==> config.mk <==
export PLATFORM = sky130hd
export DESIGN_NAME = regfile
export DESIGN_NICKNAME = d
export VERILOG_FILES = /design/src/rtl/riscv_pkg.sv /design/src/rtl/regfile_read_port.sv /design/src/rtl/regfile.sv
export SDC_FILE = /design/constraint.sdc
export NUM_CORES = 2
export LEC_CHECK = 0
export ABC_CLOCK_PERIOD_IN_PS = 46500
export CELL_PAD_IN_SITES_DETAIL_PLACEMENT = 0
export CELL_PAD_IN_SITES_GLOBAL_PLACEMENT = 1
export CORE_MARGIN = 4
export CORE_UTILIZATION = 45
export CTS_BUF_LIST = sky130_fd_sc_hd__clkbuf_4
export CTS_CLUSTER_SIZE = 16
export DETAILED_ROUTE_END_ITERATION = 10
export PLACE_DENSITY = 0.71
export SETUP_SLACK_MARGIN = 0.1
export SYNTH_ARGS = -nofsm -noshare
export SYNTH_HDL_FRONTEND = slang
export SYNTH_HIERARCHICAL = 1
export SYNTH_SLANG_ARGS = --single-unit
==> constraint.sdc <==
create_clock -name clk -period 46.5 [get_ports clk]
set_clock_uncertainty 0.15 [all_clocks]
set_input_delay 11.625 -clock clk [delete_from_list [all_inputs] [get_ports clk]]
set_output_delay 11.625 -clock clk [all_outputs]
set_load 0.1 [all_outputs]
==> src/rtl/riscv_pkg.sv <==
// Shared RV32 core constants: register-file geometry, named register
// indices and the default integer data path width.
package riscv_pkg;

   localparam int unsigned XLEN_DEFAULT         = 32;
   localparam int unsigned REGISTER_COUNT       = 32;
   localparam int unsigned REGISTER_INDEX_WIDTH = $clog2(REGISTER_COUNT);

   typedef logic [REGISTER_INDEX_WIDTH-1:0] reg_idx_t;

   // Named architectural register indices (ABI aliases in comments)
   localparam reg_idx_t X0 = reg_idx_t'(0);   // zero
   localparam reg_idx_t X1 = reg_idx_t'(1);   // ra
   localparam reg_idx_t X2 = reg_idx_t'(2);   // sp
   localparam reg_idx_t X3 = reg_idx_t'(3);   // gp
   localparam reg_idx_t X4 = reg_idx_t'(4);   // tp
   localparam reg_idx_t X5 = reg_idx_t'(5);   // t0

endpackage

==> src/rtl/regfile_read_port.sv <==
// Combinational register-file read port: selects one entry by index and
// forces the result to zero when the index is x0.
// Ports:
//   addr_i : register index to read
//   regs_i : full register array
//   data_o : selected register contents (zero for x0), combinational
module regfile_read_port
   import riscv_pkg::*;
#(
   parameter int unsigned XLEN = XLEN_DEFAULT
) (
   input  logic [REGISTER_INDEX_WIDTH-1:0] addr_i,
   input  logic [XLEN-1:0]                 regs_i [REGISTER_COUNT],
   output logic [XLEN-1:0]                 data_o
);

   // x0 guard keeps reads at zero independent of what entry 0 holds
   assign data_o = (addr_i == X0) ? '0 : regs_i[addr_i];

endmodule

==> src/rtl/regfile.sv <==
// RV32 integer register file: 32 x XLEN flip-flop storage, two
// combinational read ports and one synchronous write port. x0 reads as
// zero and is never written. No write-to-read bypass: a same-cycle read of
// the register being written returns the pre-edge value.
// Ports:
//   clk       : clock, all state updates on rising edge
//   n_rst     : asynchronous reset, active-high, clears every register
//   rs1_addr  : read port 1 index       rs1_data : read port 1 data
//   rs2_addr  : read port 2 index       rs2_data : read port 2 data
//   rd_addr   : write index
//   rd_wen    : write enable
//   rd_wdata  : write data
module regfile
   import riscv_pkg::*;
#(
   parameter int unsigned XLEN = XLEN_DEFAULT
) (
   input  logic                            clk,
   input  logic                            n_rst,
   input  logic [REGISTER_INDEX_WIDTH-1:0] rs1_addr,
   input  logic [REGISTER_INDEX_WIDTH-1:0] rs2_addr,
   input  logic [REGISTER_INDEX_WIDTH-1:0] rd_addr,
   input  logic                            rd_wen,
   input  logic [XLEN-1:0]                 rd_wdata,
   output logic [XLEN-1:0]                 rs1_data,
   output logic [XLEN-1:0]                 rs2_data
);

   logic [XLEN-1:0] regs_q [REGISTER_COUNT];
   logic [XLEN-1:0] regs_d [REGISTER_COUNT];

   // Write decode; writes to x0 are dropped so entry 0 stays at its reset zero
   always_comb begin
      regs_d = regs_q;
      if (rd_wen && (rd_addr != X0)) begin
         regs_d[rd_addr] = rd_wdata;
      end
   end

   // Storage; the reset name is historical, the reset itself is active-high
   always_ff @(posedge clk or posedge n_rst) begin
      if (n_rst) begin
         for (int i = 0; i < int'(REGISTER_COUNT); i++) begin
            regs_q[i] <= '0;
         end
      end else begin
         regs_q <= regs_d;
      end
   end

   regfile_read_port #(.XLEN(XLEN)) u_rs1_port (
      .addr_i (rs1_addr),
      .regs_i (regs_q),
      .data_o (rs1_data)
   );

   regfile_read_port #(.XLEN(XLEN)) u_rs2_port (
      .addr_i (rs2_addr),
      .regs_i (regs_q),
      .data_o (rs2_data)
   );

endmodule

# After elaboration in Yosys (flattened, before gate mapping)
# Index checks and enable logic that the tools add are counted.
[totals]
output_inout_bits = 64
ff_bits = 1024
inputBits = 50
[op_classes]
muxes = 11
order_cmp = 4
reduce_logical = 5
bitwise_logic = 3
[op_table]
columns = ["cell", "n"]
rows = [
  ["1024-bit bitwise mux", 1],
  ["32-bit binary-select mux with 5-bit select", 2],
  ["32-bit 2-to-1 mux", 7],
  ["32-bit demux with 5-bit select", 1],
  ["6-bit >= comparator, second input constant", 3],
  ["5-bit inverter with 6-bit output", 3],
  ["5-bit logical NOT", 2],
  ["6-bit by 1-bit less-than comparator with 1-bit output, second input constant", 1],
  ["5-bit nonzero test", 1],
  ["1-bit logical AND", 2],
]

# Logic depth before layout (Yosys ltp)
[logic_depth]
ltp_word = 6
depth_mapped = 7

# Cells and area by module
# The synthesis kept the hierarchy.
[by_module_without_submodules]
columns = ["module", "cells_each", "area_each_um2", "n_inst"]
rows = [
  ["regfile", 2288, 38077.8, 1],
  ["regfile_read_port", 664, 8368.0, 2],
]

# Worst setup path before layout
# Ideal clock, no wire load.
[synth_path]
path_type = "input to output"
start = "in rs1_addr[0]"
end = "out rs1_data[12]"
slack_ns = 19.682
required_ns = 34.725
stages = 7
t_arrival_ns = 15.043
path_cell_list = "buf_4 > inv_2 > buf_4 > buf_4 > clkbuf_1 > o2111ai_1 > a311oi_1"
[synth_via]
elab_chain_len = 5
elab_cells_between_ends = 6
classes_between = "mux: 4; bitwise: 1; reduce/logical: 1"
[synth_rtl]
columns = ["element", "line_no", "rtl"]
rows = [
  ["from (decl)", "regfile.sv:20", "input logic [REGISTER_INDEX_WIDTH-1:0] rs1_addr,"],
  ["5-bit inverter with 6-bit output (implied by the code)", "regfile_read_port.sv:18", "assign data_o = (addr_i == X0) ? '0 : regs_i[addr_i];"],
  ["32-bit binary-select mux with 5-bit select", "regfile_read_port.sv:18", ""],
  ["32-bit 2-to-1 mux (implied by the code) (2 in a row)", "regfile_read_port.sv:18", ""],
  ["32-bit 2-to-1 mux *", "regfile_read_port.sv:18", ""],
  ["to (decl)", "regfile.sv:25", "output logic [XLEN-1:0] rs1_data,"],
]
# Every way passes the cells marked *; elsewhere a longest branch is shown, timed or not. The select of a mux whose other input is x is not followed.

# Worst setup path after layout
[layout_path]
start = "in rs1_addr[2]"
end = "out rs1_data[20]"
# Same word-level chain as after synthesis.

==> metrics.csv <==
stage;metric;value;unit
status;status;finished, final reports clean;
cts;CTS root buf;clkbuf_4;
synthesis;FF+latch count, synth;1024;
critical_path;crit start category;input pin;
critical_path;CP Capture Type;output pin;
final_layout;Layout area overhead;9.42;%
sta;relative slew slack;19.9;%
flow_run;Max Cap Viol;0;
synthesis;fraction of the yosys area taken by sequential cells;46.7;%
floorplanning;die area;127000;um^2
final_layout;register name with the most flops;regs_q;
synthesis;mapped cell area;54800;um^2
final_layout;most common cell after layout, fill and taps aside;mux2_2;
cts;clk_lat worst skew;1150;ps
cts;CTS tree;done;
routing;DRT Pass-1 Iters;5;
routing;Vias/cell;6.46;
cts;clock sinks;1024;
routing;DRT antenna net count;0;
grt;largest net degree at the start of global routing;182;
critical_path;crit path cell chain;buf_8 > buf_4 > buf_4 > buf_4 > mux4_2 > mux2_2 > o21ai_1 > a311oi_1 > clkdlybuf4s50_1;
sta;Slew Limit Fails;0;
final_layout;Nets;3724;
synthesis;syn nets;3666;
final_layout;ratio of cells with drive above 1 in the final layout;53.8;%
synthesis;syn avg cell area;15.2;um^2
placement;gpl congestion;0.779;
critical_path;FF-to-FF End;regs_q[612];
grt;first-pass GRT wire length;256;mm
final_layout;most frequent cells in the layout;mux2_2 (1042), dfrtp_1 (1024), mux4_2 (448);
critical_path;CP peak stage delay;1290;ps
synthesis;Main synth FF type;dfrtp_1;
floorplanning;chip height;357;um
synthesis;yosys warns;6;
floorplanning;Die X;357;um
sta;Slew @ Worst Pin;1200;ps
min_path;Hold EP;regs_q[1021];
cts;H-tree Lvls;5;
critical_path;FF-to-FF setup slack;45530;ps
cts;Post-CTS Setup Inserts;0;
sta;Final Cycle Share;61.8;%
critical_path;worst-path fanout max;54;
final_layout;Fillers;10614;
floorplanning;Site Rows;127;
sta;Setup TNS Final;0;ps
critical_path;slowest CP cell;clkdlybuf4s50_1;
final_layout;fin util;49.8;%
floorplanning;IO Count;114;
synthesis;Async SR Flop Fraction;100;%
sta;Final min period;28760;ps
routing;Wirelength per Cell;32.0;um
final_layout;max reg flops;1024;
placement;placed cell areas;56500;um^2
grt;initial antenna violation count;5;
sta;RSZ-0062 raised after global routing;false;
min_path;Hold Path Class;reg2reg;
critical_path;Worst EP required;34720;ps
final_layout;register area;25600;um^2
min_path;Hold Crit Depth;0;
cts;clock buffer depth;4;
power_and_ir_drop;Lkg Pwr;25.8;nW
cts;post-cts repair resize count;0;
critical_path;Setup crit start;rs1_addr[2];
critical_path;Setup Crit Path Kind;in2out;
final_layout;fin area;60000;um^2
final_layout;footprint of the multi-input gates;27100;um^2
power_and_ir_drop;power per cell area;42.8;nW/um^2
final_layout;registers with the most flip-flops;regs_q x1024;
cts;cts hold-fix bufs;0;
synthesis;EDFF count, synth;0;
routing;Total Wirelength;175;mm
critical_path;arrival time worst endpoint;16980;ps
sta;final hold violation count;0;
power_and_ir_drop;Final Power;0.00257;W
sta;setup violators final;0;
placement;buffers added on ports;113;
routing;initial DRC count;2796;
sta;fmax;34.8;MHz
grt;GR Util All Layers;27.7;%
routing;# DRC;0;
critical_path;Worst Reg2Reg Path Length in Cells;1;
floorplanning;Core Area;120000;um^2
critical_path;Worst path most repeated cell;buf_4;
synthesis;Post-Syn Instances;3616;
final_layout;Post-Layout Cell Count;5476;
cts;CTS Buf Count;296;
grt;GR Overflow Total;0;
power_and_ir_drop;VDD IR max;22.9;uV
synthesis;synth unique cells;39;
floorplanning;Initial Util;45.5;%
routing;vias;35371;
placement;Inst Count DP;4988;
cts;clock-pin transition on the worst setup and hold timing paths;60;ps
critical_path;reg2reg start;regs_q[612];
grt;vias in the first global route;36739;
min_path;hold path start;regs_q[1021];
placement;HPWL Detailed;90.9;mm
## worst max-delay path by stage
stage,endpoint,depth (start not counted)
2_1_floorplan,regs_q[0],1
3_3_place_gp,rs1_data[28],9
3_5_place_dp,rs1_data[28],9
4_1_cts,rs1_data[28],9
5_1_grt,rs1_data[20],8
6_report,rs1_data[20],9
## per-layer routing
layer	global-route usage [%]	share of wire, %	up-vias
met5	0	0.0074	-
met4	10.4	3.4	2
met3	6.21	7.0	348
met2	44.6	48	1394
met1	36.9	41	19280
li1	-	-	14347
## cell families after synthesis
family	after synthesis	share of synthesized area, %
compound gates	368	4.88
mux	1632	42.4
simple gates	159	1.62
flops	1024	46.7
buf+inv	433	4.32
## per-stage QoR
stage,setup WS (ps),hold WS [ps]
after global placement,17790,226
after floorplan,5910,291
after global routing,17700,258
final,17740,243
after detailed placement,17810,234
after CTS,17810,248
## worst max-delay path: cells and delay by family
family	cells	cell delay [ps]
AOI/OAI and AO/OA	2	790
buffers and inverters	5	3880
muxes	2	490
## cell usage after synthesis, types with 3 or more instances
library cell	instances	area [um^2]
mux2_2	1042	11700
dfrtp_1	1024	25600
mux4_2	448	10100
clkbuf_1	180	676
buf_2	152	761
mux2i_1	128	1280
o21ai_1	106	531
nor2b_1	68	425
a211oi_1	64	480
a22oi_1	64	480
a311oi_1	60	526
a221oi_1	48	420
buf_6	47	529
nand2_1	44	165
buf_4	40	300
nor2_1	19	71.3
o2111ai_1	16	140
mux2_1	14	158
clkbuf_4	6	45.0
a311oi_2	4	60.1
nand2b_1	4	25.0
nand3_1	4	20.0
o21ai_0	4	20.0
and4bb_2	3	37.5
nand4b_1	3	26.3
or3_1	3	18.8
## final cells by class
type | count | share of cell area (%)
Tap cell | 1612 | 3.36
Multi-Input combinational cell | 2159 | 45.2
Clock buffer | 431 | 5.39
Timing Repair Buffer | 190 | 2.92
Sequential cell | 1024 | 42.7
Clock inverter | 52 | 0.382
Antenna cell | 5 | 0.0209
Inverter | 3 | 0.0396
## report_power, final
group          internal [W]  switching [W]  total (W)  leakage (nW)
registers           0.00106       0.000118    0.00118          13.1
logic              0.000315       0.000263   0.000578          10.6
clock network      0.000426       0.000384   0.000810          2.10
Power figures use the tool's default switching activity.
